File: src/rtl/if_pkg.sv
// Shared types and constants for the instruction-fetch stage.
package if_pkg;

    typedef enum logic [1:0] {
        REQ,
        WAIT,
        HOLD
    } state_t;

    localparam logic [31:0] NOP_INS          = 32'h0000_0000;
    localparam logic [29:0] RESET_PC_DEFAULT = 30'h2FF0_0000;  // byte 0xBFC0_0000

endpackage

File: src/rtl/if_fetch_stage_if.sv
// Instruction-memory handshake bus: req/gnt address phase, rvalid data phase.
interface if_fetch_stage_if;

    logic        imem_req;
    logic [29:0] imem_addr;
    logic        imem_gnt;
    logic        imem_rvalid;
    logic [31:0] imem_rdata;

    modport master (
        output imem_req,
        output imem_addr,
        input  imem_gnt,
        input  imem_rvalid,
        input  imem_rdata
    );

    modport slave (
        input  imem_req,
        input  imem_addr,
        output imem_gnt,
        output imem_rvalid,
        output imem_rdata
    );

endinterface

File: src/rtl/if_perf_cnt.sv
// Fetch-stage performance counters: consumed instructions and stalled-valid cycles.
// Only compiled when IF_PERF_CNT_EN is defined.
`ifdef IF_PERF_CNT_EN
module if_perf_cnt (
    input  logic        clk,
    input  logic        rst_n,
    input  logic        fetch_inc,
    input  logic        stall_inc,
    output logic [31:0] fetch_cnt,
    output logic [31:0] stall_cnt
);

    always_ff @(posedge clk) begin
        if (!rst_n) begin
            fetch_cnt <= '0;
            stall_cnt <= '0;
        end else begin
            if (fetch_inc) fetch_cnt <= fetch_cnt + 32'd1;
            if (stall_inc) stall_cnt <= stall_cnt + 32'd1;
        end
    end

endmodule
`endif

File: src/rtl/if_fetch_stage.sv
// MIPS instruction-fetch stage: owns the word PC, one outstanding imem request at a time.
// Optional IF_PERF_CNT_EN adds fetch/stall performance counters.
module if_fetch_stage
    import if_pkg::*;
#(
    parameter logic [29:0] RESET_PC = RESET_PC_DEFAULT
) (
    input  logic                clk,
    input  logic                rst_n,
    input  logic                hazard,
    input  logic                branch_bubble,
    input  logic                redirect_valid,
    input  logic [29:0]         redirect_pc,
    input  logic                exc_valid,
    input  logic [29:0]         exc_pc,
    if_fetch_stage_if.master    bus,
    output logic                if_valid,
    output logic [31:0]         if_ins,
    output logic [29:0]         pc_plus_4,
    output logic                if_flush
`ifdef IF_PERF_CNT_EN
    ,
    output logic [31:0]         perf_fetch_cnt,
    output logic [31:0]         perf_stall_cnt
`endif
);

    state_t      state_q, state_d;
    logic [29:0] pc_q, pc_d, pc_inc, target;
    logic        kill_q, kill_d;
    logic        valid_d, capture;
    logic        stall, redirect;

    assign stall    = hazard | branch_bubble;
    assign redirect = exc_valid | redirect_valid;
    assign target   = exc_valid ? exc_pc : redirect_pc;
    assign pc_inc   = pc_q + 30'd1;

    // Request is gated by reset so nothing is issued while rst_n is low.
    assign bus.imem_req  = rst_n && (state_q == REQ);
    assign bus.imem_addr = pc_q;
    assign if_flush      = !if_valid;

    always_comb begin
        // NOTE: every signal gets a default first so no path leaves it unassigned (no latches).
        state_d = state_q;
        pc_d    = redirect ? target : pc_q;
        kill_d  = kill_q;
        valid_d = if_valid;
        capture = 1'b0;
        unique case (state_q)
            REQ: begin
                // A redirect that coincides with gnt orphans the in-flight fetch.
                if (bus.imem_gnt) begin
                    state_d = WAIT;
                    if (redirect) kill_d = 1'b1;
                end
            end
            WAIT: begin
                if (bus.imem_rvalid) begin
                    state_d = REQ;
                    kill_d  = 1'b0;
                    if (!kill_q && !redirect) begin
                        capture = 1'b1;
                        pc_d    = pc_inc;
                        valid_d = 1'b1;
                        state_d = HOLD;
                    end
                end else if (redirect) begin
                    kill_d = 1'b1;
                end
            end
            HOLD: begin
                if (redirect || !stall) begin
                    valid_d = 1'b0;
                    state_d = REQ;
                end
            end
            default: state_d = REQ;
        endcase
    end

    always_ff @(posedge clk) begin
        // NOTE: sequential state uses non-blocking assignments so all registers update together.
        if (!rst_n) begin
            state_q   <= REQ;
            pc_q      <= RESET_PC;
            kill_q    <= 1'b0;
            if_valid  <= 1'b0;
            if_ins    <= NOP_INS;
            pc_plus_4 <= '0;
        end else begin
            state_q  <= state_d;
            pc_q     <= pc_d;
            kill_q   <= kill_d;
            if_valid <= valid_d;
            if (capture) begin
                if_ins    <= bus.imem_rdata;
                pc_plus_4 <= pc_inc;
            end
        end
    end

`ifdef IF_PERF_CNT_EN
    // A held instruction dropped by a redirect is not counted as fetched.
    if_perf_cnt u_perf_cnt (
        .clk       (clk),
        .rst_n     (rst_n),
        .fetch_inc (if_valid && !stall && !redirect),
        .stall_inc (if_valid && stall),
        .fetch_cnt (perf_fetch_cnt),
        .stall_cnt (perf_stall_cnt)
    );
`endif

endmodule

File: src/flat_wrapper.sv
// flat-port wrapper written by rule: the top's interface ports become plain ports
module if_fetch_stage_flat import if_pkg::*;
#(
    parameter logic [29:0] RESET_PC = RESET_PC_DEFAULT
)
  (clk, rst_n, hazard, branch_bubble, redirect_valid, redirect_pc, exc_valid, exc_pc, if_valid, if_ins, pc_plus_4, if_flush, bus_imem_req, bus_imem_addr, bus_imem_gnt, bus_imem_rvalid, bus_imem_rdata);
  if_fetch_stage_if bus_i ();
  input  logic clk;
  input  logic rst_n;
  input  logic hazard;
  input  logic branch_bubble;
  input  logic redirect_valid;
  input  logic [29:0] redirect_pc;
  input  logic exc_valid;
  input  logic [29:0] exc_pc;
  output logic if_valid;
  output logic [31:0] if_ins;
  output logic [29:0] pc_plus_4;
  output logic if_flush;
  output wire logic [$bits(bus_i.imem_req)-1:0] bus_imem_req;
  output wire logic [$bits(bus_i.imem_addr)-1:0] bus_imem_addr;
  input wire logic [$bits(bus_i.imem_gnt)-1:0] bus_imem_gnt;
  input wire logic [$bits(bus_i.imem_rvalid)-1:0] bus_imem_rvalid;
  input wire logic [$bits(bus_i.imem_rdata)-1:0] bus_imem_rdata;
  assign bus_imem_req = bus_i.imem_req;
  assign bus_imem_addr = bus_i.imem_addr;
  assign bus_i.imem_gnt = bus_imem_gnt;
  assign bus_i.imem_rvalid = bus_imem_rvalid;
  assign bus_i.imem_rdata = bus_imem_rdata;
  if_fetch_stage #(.RESET_PC(RESET_PC)) u_core (.clk(clk), .rst_n(rst_n), .hazard(hazard), .branch_bubble(branch_bubble), .redirect_valid(redirect_valid), .redirect_pc(redirect_pc), .exc_valid(exc_valid), .exc_pc(exc_pc), .bus(bus_i), .if_valid(if_valid), .if_ins(if_ins), .pc_plus_4(pc_plus_4), .if_flush(if_flush));
endmodule
File: config.mk
export PLATFORM = sky130hd
export DESIGN_NAME = if_fetch_stage_flat
export DESIGN_NICKNAME = d
export VERILOG_FILES = /design/src/rtl/if_pkg.sv /design/src/rtl/if_fetch_stage_if.sv /design/src/rtl/if_perf_cnt.sv /design/src/rtl/if_fetch_stage.sv /design/src/flat_wrapper.sv
export SDC_FILE = /design/constraint.sdc
export NUM_CORES = 1
export LEC_CHECK = 0
export BUFFER_PORTS_ARGS = -buffer_cell sky130_fd_sc_hd__buf_2
export CAP_MARGIN = 30
export CORE_UTILIZATION = 52
export CTS_CLUSTER_SIZE = 12
export DETAILED_ROUTE_END_ITERATION = 8
export GPL_TIMING_DRIVEN = 0
export PLACE_DENSITY = 0.91
export SYNTH_ARGS = -nofsm -noshare
export SYNTH_HDL_FRONTEND = slang
export SYNTH_SLANG_ARGS = --single-unit
File: constraint.sdc
create_clock -name clk -period 3.4 [get_ports clk]
set_clock_uncertainty 0.05 [all_clocks]
set_input_delay 0.17 -clock clk [delete_from_list [all_inputs] [get_ports clk]]
set_output_delay 0.17 -clock clk [all_outputs]
set_load 0.05 [all_outputs]
==> results.toml, run 1 <==
[status]
run_status = "finished clean"

[global_route]
grt_pass1_wl_um = 25790
antenna_found_initial = 0
first_global_vias = 5343
grt_overflow = 0
grt_max_degree = 19
grt_util_all_layers_pct = 34.47

[yosys]
yosysTopAreaCell = "dfxtp_1"
ys_seq_area_share_pct = 41.01
ys_top_cells_by_area = "dfxtp_1, nand2_1, a21oi_1"
synthTopCellsByCount = "nand2_1, dfxtp_1, a21oi_1, o21ai_0"
yosys_warnings = 0
synth_area_per_cell_um2 = 8.065
synth.distinct_cells = 47
ys.flop_type = "dfxtp_1"
yosysTopAreaCellShare_pct = 41.01
syn_nets = 682
syn_inst = 581
synth_area_um2 = 4686
yosysMostFrequentCell = "nand2_1"
synth_edf_count = 0
async_flop_share_pct = 0
ys_ff_latch = 96

[die]
ios = 195
initial_core_util_pct = 53.73
core_area_um2 = 8721
rows = 34
die_h_um = 96.93
dieArea_um2 = 9394
fp.dieW_um = 96.93

[cells_and_area]
syn_to_final_growth_pct = 34.18
layout-drive-gt1-share_pct = 31.38
post-route-cell-area_um2 = 6287
nNetsFinal = 915
fillers = 681
finish.utilization_pct = 72.09
diodes = 0

[place]
dp_hpwl_um = 11660
dp_slack_ns = 0.9003
place_congestion = 0.9173
port_buffers = 192
placed_area_um2 = 5782

[timing]
grt_setup_unrepaired = "no"
whs_ns = 0.01981
slew_headroom_pct = 24.06
setup_viol = 0
finalHoldViolations = 0
fin_setup_tns_ns = 0
fmax_mhz = 395.8
slew_violations = 0
worst_pin_slew_ns = 1.129
setup_ws_ns = 0.8737
fin_crit_ns = 2.526
min_period_over_period_pct = 74.30

[clock_tree]
cts.reportedPaths.clkPinSlew_ns = 0.10
cts_num_sinks = 96
cts-buffers-inserted = 9
clkLatencyLatePin_ns = 0.37
post_cts_resized = 0
cts_tree = "built"
cts_hold_buf = 28
postCtsSetupBuffers = 0
ctsHtreeMaxLevel = 3
cts_root_buf = "clkbuf_8"
cts_buffer_depth = 2

[drt]
dr.pass1.iters = 8
route.detailed.drc = 0
wl_um = 16750
first_iter_violations = 469
wl_per_cell_um = 18.07
antenna_left = 0
vias = 5601
viasPerCell = 6.042

[setup_path]
reg2reg_depth = 5
arrival_ns = 2.74
cpMaxStageDelayCell = "nor4_1"
crit_family = "simple AND/OR/NAND/NOR gates"
cp_num_buf_inv = 1
start_kind = "register"
path_cells = "buf_2, nand4_2, nor4_1, a21oi_1, a221oi_1"
crit_cells = 5
required_ns = 3.61
critPathKind = "register to register"
reg2reg_from = "u_core.bus.imem_addr[4]"
max_stage_delay_ns = 0.98
critPathCaptureType = "register"
path_max_fanout = 9
crit_path_start = "u_core.bus.imem_addr[4]"

[job]
max_cap_viol_count = 0

[pwr]
leakage_nw = 2.809
power_density_nw_per_um2 = 396.8
max-vdd-ir-drop_uv = 237.1

[worst_hold_path]
hold_path.class = "input port to register"
hold_depth = 3
holdCritStartpoint = "bus_imem_rdata[19]"
==> cells in the final DEF (no fill, tap or decap), types with 2 or more instances in the layout <==
cell type        n
a221oi_1         3
mux2i_1         21
dfxtp_1         96
clkbuf_1        31
nand2b_1         2
inv_6            2
xor2_1           2
nor3_1          31
o22ai_1          3
and3_1           4
nand4_1          8
dlygate4sd3_1   29
buf_2          210
o21ai_0         43
nand2_1        108
nor4_1          15
inv_8            2
and2_1           3
and4_1          12
o31ai_1          6
inv_1            9
xnor2_1          6
nand3_1         10
a21oi_1         64
a211oi_1        15
nor2_1          23
clkbuf_8         9
nand4_2          2
o21a_1           5
mux2_2          21
==> where the power goes <==
group	internal [mW]	switching [mW]	leakage, nW
clock network	0.357	0.445	0.104
logic	0.173	0.302	1.92
registers	1.16	0.0550	0.782
==> area by class of cell <==
| type | count | area [um2] | area share, % |
|---|---|---|---|
| buffer | 48 | 201.4 | 3.204 |
| clock buffer | 9 | 123.9 | 1.970 |
| clock inverter | 7 | 86.33 | 1.373 |
| inverter | 9 | 33.78 | 0.5373 |
| multi-input combinational | 428 | 2529 | 40.22 |
| sequential | 96 | 1922 | 30.57 |
| tap | 108 | 135.1 | 2.149 |
| timing repair buffer | 222 | 1256 | 19.98 |
==> metal layers <==
metal / GRT usage [%] / vias up / routed length (um)
met1: 40.16 / 2556 / 6396
li1: - / 2551 / -
met2: 58.34 / 398 / 7939
met5: 0 / - / 0
met3: 6.214 / 96 / 1490
met4: 21.70 / 0 / 923
==> per-stage QoR <==
step / power (mW) / std cells
4_1_cts: 2.477 / 925
5_1_grt: 2.569 / 927
3_5_place_dp: 1.680 / 881
3_3_place_gp: 1.666 / 881
6_report: 2.495 / 927
2_1_floorplan: 1.526 / 581
==> flip-flops by register name (all words and copies together) (netlist names) <==
signal / cells
u_core.if_ins: 32
u_core.bus.imem_addr: 30
u_core.pc_plus_4: 30
u_core.state_q: 2
u_core.if_valid: 1
u_core.kill_q: 1
==> worst reg2reg max path, stage by stage, from the launching register on <==
cell and delay, ns:
dfxtp_1 0.37, buf_2 0.20, nand4_2 0.26, nor4_1 0.98, a21oi_1 0.22, a221oi_1 0.35
==> logic make-up (layout without fill, tap and decap cells) <==
group,Yosys count,after routing,share of synthesized area [%]
DFF,96,96,41.01
AOI/OAI and AO/OA,148,148,18.40
muxes,42,42,9.533
and+or+nand+nor,229,229,24.27
adders and majority gates,1,1,0.2670
buffers and inverters,57,295,5.020
xor gates and xnor gates,8,8,1.495
==> path summary, 6_finish.rpt <==
check	slack, ns	end
max	0.87	u_core.bus.imem_addr[17]
min	0.02	u_core.if_ins[19]
max reg2reg	0.87	u_core.bus.imem_addr[17]
min reg2reg	0.41	u_core.if_ins[23]
(Power assumes the default switching activity.)
==> run 2, diff against run 1 <==
--- a/config.mk
+++ b/config.mk
@@ -5,13 +5,14 @@
 export SDC_FILE = /design/constraint.sdc
 export NUM_CORES = 1
 export LEC_CHECK = 0
+export ABC_AREA = 1
 export BUFFER_PORTS_ARGS = -buffer_cell sky130_fd_sc_hd__buf_2
 export CAP_MARGIN = 30
-export CORE_UTILIZATION = 52
+export CORE_UTILIZATION = 48
 export CTS_CLUSTER_SIZE = 12
 export DETAILED_ROUTE_END_ITERATION = 8
 export GPL_TIMING_DRIVEN = 0
-export PLACE_DENSITY = 0.91
+export PLACE_DENSITY = 0.85
 export SYNTH_ARGS = -nofsm -noshare
 export SYNTH_HDL_FRONTEND = slang
 export SYNTH_SLANG_ARGS = --single-unit
==> constraint.sdc (replaced) <==
create_clock -name clk -period 2.6 [get_ports clk]
set_clock_uncertainty 0.05 [all_clocks]
set_input_delay 0.13 -clock clk [delete_from_list [all_inputs] [get_ports clk]]
set_output_delay 0.13 -clock clk [all_outputs]
set_load 0.05 [all_outputs]
==> run 2 against run 1 <==
Net effect: power up 31%; flip-flop and latch count did not move; final area rose by 0.62%; synthesized area down 0.37%; fmax grew 41%; critical path type unchanged; largest power group unchanged.
==> results.toml, run 2 <==
[cells_and_area]
largest_reg_flops = 32
fillers = 807
diodes = 0
final_common_cell = "buf_2"
post-route-cell-area_um2 = 6326
multi_input_comb_area_um2 = 2356
final_cell_count_no_fill = 1055
layout-drive-gt1-share_pct = 27.54
finish.utilization_pct = 67.82
nNetsFinal = 1022
regMostFlops = "u_core.if_ins"
syn_to_final_growth_pct = 35.51
regArea_um2 = 1922
final_cell_mix = "buf_2, nand2_1, nor2_1, dfxtp_1, a21oi_1"

[clock_tree]
cts_buffer_depth = 2
postCtsSetupBuffers = 0
clkLatencyLatePin_ns = 0.36
cts_tree = "built"
cts-buffers-inserted = 9
cts.reportedPaths.clkPinSlew_ns = 0.09
ctsHtreeMaxLevel = 3
cts_num_sinks = 96
cts_root_buf = "clkbuf_8"

[setup_path]
path_cells = "ha_1, nand3_1, nor2_1, nand4_1, nand3_1, o211ai_1, inv_1"
reg2reg_from = "u_core.bus.imem_addr[1]"
required_ns = 2.86
regToRegSetupSlack_ns = 0.80
max_stage_delay_ns = 0.40
arrival_ns = 2.05
crit_family = "simple AND/OR/NAND/NOR gates"
crit_top_cell = "nand3_1"
reg2reg_depth = 7
path_max_fanout = 4
cpMaxStageDelayCell = "dfxtp_1"
regToRegEndpoint = "u_core.pc_plus_4[14]"
critPathCaptureType = "register"
cp_num_buf_inv = 1
start_kind = "register"
critPathKind = "register to register"

[drt]
vias = 5470
first_iter_violations = 322
dr.pass1.iters = 5
wl_per_cell_um = 15.55
wl_um = 16400
antenna_left = 0
route.detailed.drc = 0
viasPerCell = 5.185

[yosys]
synthTopCellsByCount = "nand2_1, nor2_1, dfxtp_1, a21oi_1, inv_1"
synth_area_per_cell_um2 = 6.815
ys_top_cells_by_area = "dfxtp_1, nand2_1, nor2_1"
yosysTopAreaCellShare_pct = 41.17
yosys_warnings = 0
ys.flop_type = "dfxtp_1"
synth_area_um2 = 4668
ys_ff_latch = 96
async_flop_share_pct = 0
yosysTopAreaCell = "dfxtp_1"
syn_nets = 786
ys_seq_area_share_pct = 41.17
syn_inst = 685
synth_edf_count = 0
yosysMostFrequentCell = "nand2_1"
synth.distinct_cells = 36

[place]
dp_hpwl_um = 11650
dp_slack_ns = 0.8296
place_inst = 1006
placed_area_um2 = 5791
port_buffers = 192
place_congestion = 0.9901

[status]
run_status = "finished clean"

[timing]
grt_setup_unrepaired = "no"
fin_crit_ns = 1.795
fmax_mhz = 557.0
slew_headroom_pct = 55.76
fin_setup_tns_ns = 0
finalHoldViolations = 0
setup_viol = 0
slew_violations = 0
min_period_over_period_pct = 69.05
setup_ws_ns = 0.8047
whs_ns = 0.007505
worst_pin_slew_ns = 0.6636

[global_route]
grt_pass1_wl_um = 25440
grt_max_degree = 17
antenna_found_initial = 0
first_global_vias = 5207
grt_util_all_layers_pct = 32.76
grt_overflow = 0

[worst_hold_path]
hold_path.class = "input port to register"
hold_depth = 3
holdPathEnd = "u_core.bus.imem_addr[2]"
holdCritStartpoint = "redirect_pc[2]"

[die]
die_h_um = 100.6
ios = 195
rows = 35
core_area_um2 = 9328
initial_core_util_pct = 50.05
dieArea_um2 = 10120
fp.dieW_um = 100.6

[pwr]
fin_total_pwr_mw = 3.274
max-vdd-ir-drop_uv = 403.9
leakage_nw = 3.028
power_density_nw_per_um2 = 517.6

[job]
max_cap_viol_count = 0
[run 2: worst max-delay path by stage]
stage	endpoint	slack, ns	start	depth (start not counted)
after global routing	u_core.bus.imem_addr[14]	0.63	u_core.bus.imem_addr[1]	7
final	u_core.pc_plus_4[14]	0.80	u_core.bus.imem_addr[1]	7
after CTS	bus_imem_req	0.82	rst_n	5
after detailed placement	bus_imem_req	0.83	rst_n	5
after global placement	bus_imem_req	0.79	rst_n	5
after floorplan	bus_imem_req	0.68	rst_n	4
[run 2: worst reg2reg max path, stage by stage, from the launching register on]
cell	delay, ns
dfxtp_1	0.40
ha_1	0.28
nand3_1	0.19
nor2_1	0.32
nand4_1	0.14
nand3_1	0.17
o211ai_1	0.11
inv_1	0.08
[run 2: logic make-up (layout without fill, tap and decap cells)]
logic type,count (synthesis),in the layout,synth area share [%]
AO/OA/AOI/OAI,137,137,16.72
adder cells (fa/ha/maj),1,1,0.2680
XOR/XNOR,7,7,1.313
flip-flops,96,96,41.17
buffers and inverters,81,322,8.362
AND/OR/NAND/NOR,363,363,32.16
[run 2: final cells by class]
| type | count | share of cell area [%] |
|---|---|---|
| Multi-Input combinational cell | 508 | 37.24 |
| Sequential cell | 96 | 30.38 |
| Timing Repair Buffer | 225 | 20.41 |
| Buffer | 33 | 3.244 |
| Inverter | 48 | 2.927 |
| Tap cell | 129 | 2.551 |
| Clock buffer | 11 | 2.235 |
| Clock inverter | 5 | 1.009 |
[run 2: timing repair]
item / 4_1_cts / 5_1_grt
hold buffers: 33 / 0
hold endpoints to repair: 33 / 0
gates resized for setup: 0 / 0
[run 2: metal layers]
layer | vias to the layer above | part of all wire, % | track usage (%)
li1 | 2692 | - | -
met1 | 2452 | 41 | 39.26
met2 | 289 | 47 | 56.64
met3 | 37 | 9.5 | 8.530
met4 | 0 | 2.6 | 11.59
met5 | - | 0 | 0
[run 2: power by group]
group,total (mW),switching (mW),internal (mW)
sequential,1.59,0.0641,1.53
combinational,0.665,0.440,0.225
clock,1.02,0.540,0.479
total,3.27,1.04,2.23
==> run 3, diff against run 2 <==
==> constraint.sdc (replaced) <==
create_clock -name clk -period 1.7 [get_ports clk]
set_clock_uncertainty 0.05 [all_clocks]
set_input_delay 0.085 -clock clk [delete_from_list [all_inputs] [get_ports clk]]
set_output_delay 0.085 -clock clk [all_outputs]
set_load 0.05 [all_outputs]
==> run 3 against run 2 <==
Net effect: register-to-register slack worse by 0.69 ns; critical path depth is 2 lower; first-iteration DRC count is 13% lower; clock-buffer cell count stayed put; final area is 2.5% higher; worst setup slack worse by 0.74 ns; final cell count is 1.1% higher; core utilization is 1.7 points higher; critical endpoint is now bus_imem_req; highest routed layer unchanged.
==> results.toml, run 3 (synthesis results as in run 2) <==
[die]
dieArea_um2 = 10120
initial_core_util_pct = 50.05
core_area_um2 = 9328
die_h_um = 100.6
rows = 35
fp.dieW_um = 100.6
ios = 195

[timing]
fmax_mhz = 612.7
min_period_over_period_pct = 96.01
setup_viol = 0
slew_violations = 0
whs_ns = 0.009502
fin_crit_ns = 1.632
worst_pin_slew_ns = 0.6470
finalHoldViolations = 0
slew_headroom_pct = 56.87

[clock_tree]
cts_buffer_depth = 2
cts-buffers-inserted = 9
clkLatencyLatePin_ns = 0.37
cts_tree = "built"
cts_num_sinks = 96
cts_root_buf = "clkbuf_8"
ctsHtreeMaxLevel = 3
cts.reportedPaths.clkPinSlew_ns = 0.09
postCtsSetupBuffers = 0

[pwr]
seqPwrFrac_pct = 49.9
netSwitchingFraction_pct = 32.73
clkPwrFrac_pct = 28.8
power_density_nw_per_um2 = 753.9
p_int_mw = 3.287
power_frac_comb_pct = 21.3
leakage_nw = 3.068
switching_power_mw = 1.600
max-vdd-ir-drop_uv = 485.5

[place]
dp_hpwl_um = 11380
port_buffers = 192
place_congestion = 0.9675
place_inst = 1006
placed_area_um2 = 5806

[cells_and_area]
layout-drive-gt1-share_pct = 29.21
final_common_cell = "buf_2"
syn_to_final_growth_pct = 38.86
nNetsFinal = 1034
regArea_um2 = 1934
largest_reg_flops = 32
diodes = 0
post-route-cell-area_um2 = 6482
fillers = 781
finish.utilization_pct = 69.50
final_cell_count_no_fill = 1067
final_cell_mix = "buf_2, nand2_1, nor2_1, dfxtp_1, a21oi_1"
regMostFlops = "u_core.if_ins"
multi_input_comb_area_um2 = 2399

[setup_path]
crit_path_start = "rst_n"
regToRegEndpoint = "u_core.if_ins[27]"
path_max_fanout = 10
start_kind = "input port"
reg2reg_from = "u_core.state_q[0]"
reg2reg_depth = 6
regToRegSetupSlack_ns = 0.11
critPathCaptureType = "output pin"
required_ns = 1.56
critPathKind = "input port to output pin"
arrival_ns = 1.50

[drt]
route.detailed.drc = 0
wl_um = 16210
antenna_left = 0
first_iter_violations = 281
vias = 5516
dr.pass1.iters = 5
viasPerCell = 5.170
wl_per_cell_um = 15.19

[worst_hold_path]
hold_depth = 5
holdPathEnd = "u_core.bus.imem_addr[20]"
holdCritStartpoint = "redirect_pc[20]"
hold_path.class = "input port to register"

[status]
run_status = "finished clean"

[global_route]
grt_util_all_layers_pct = 32.48
antenna_found_initial = 0
grt_pass1_wl_um = 25190
first_global_vias = 5295
grt_overflow = 0
grt_max_degree = 17

[job]
max_cap_viol_count = 0
run 3: cell count changes in the layout (fill, tap and decap cells not counted), moves of 2 or more:
cell           previous run  this run
clkinvlp_4                1         3
dfxtp_1                  96        86
dfxtp_2                   0        10
dlygate4sd3_1            33        45
nand3_1                  27        25
nand3_2                   0         2
nor2_1                  128       124
nor2_2                    8        11
run 3: how the worst max path moves through the flow:
stage               slack (ns)  cells after the start                       end
floorplan               -0.007                      6  u_core.bus.imem_addr[12]
global placement        -0.005                      5              bus_imem_req
detailed placement        0.02                      5              bus_imem_req
CTS                      0.005                      7      u_core.pc_plus_4[14]
global route             -0.03                      8      u_core.pc_plus_4[14]
finish                    0.07                      5              bus_imem_req
run 3: cell type report:
cell class / count / area share (%)
Tap cell: 129 / 2.490
Clock buffer: 11 / 2.181
Inverter: 48 / 2.914
Sequential cell: 96 / 29.84
Clock inverter: 5 / 0.6369
Buffer: 33 / 3.165
Multi-Input combinational cell: 508 / 37.00
Timing Repair Buffer: 237 / 21.77
run 3: what timing repair did:
action | CTS | global route
gates resized for setup | 0 | 12
hold buffers | 45 | 0
hold endpoints to repair | 42 | 0
setup endpoints to repair | 0 | 27
run 3: worst max-delay path, stage by stage:
cell,delay (ns)
buf_2,0.24
clkinvlp_4,0.30
clkbuf_1,0.37
nor3_2,0.21
buf_2,0.29
run 3: power by group through the flow:
stage	Combinational (mW)	Clock, mW	Sequential (mW)
floorplan	0.358	0	2.75
global placement	0.926	0	2.48
detailed placement	0.932	0	2.49
CTS	1.02	1.44	2.43
global route	1.13	1.52	2.45
finish	1.04	1.41	2.44
run 3: layer usage:
metal  up-vias  global-route usage [%]  wire, um
li1       2722                       -         -
met1      2490                   38.14      6421
met2       268                   55.27      7678
met3        36                   8.044      1570
met4         0                   16.05       542
met5         -                       0         0
run 3: metrics by stage:
| step | setup WS, ns | power [mW] | setup TNS (ns) |
|---|---|---|---|
| CTS | 0.005421 | 4.885 | 0 |
| global placement | -0.004704 | 3.410 | -0.004704 |
| global route | -0.02711 | 5.102 | -0.02711 |
| detailed placement | 0.01792 | 3.418 | 0 |
| floorplan | -0.006827 | 3.105 | -0.006827 |
| finish | 0.06786 | 4.887 | 0 |
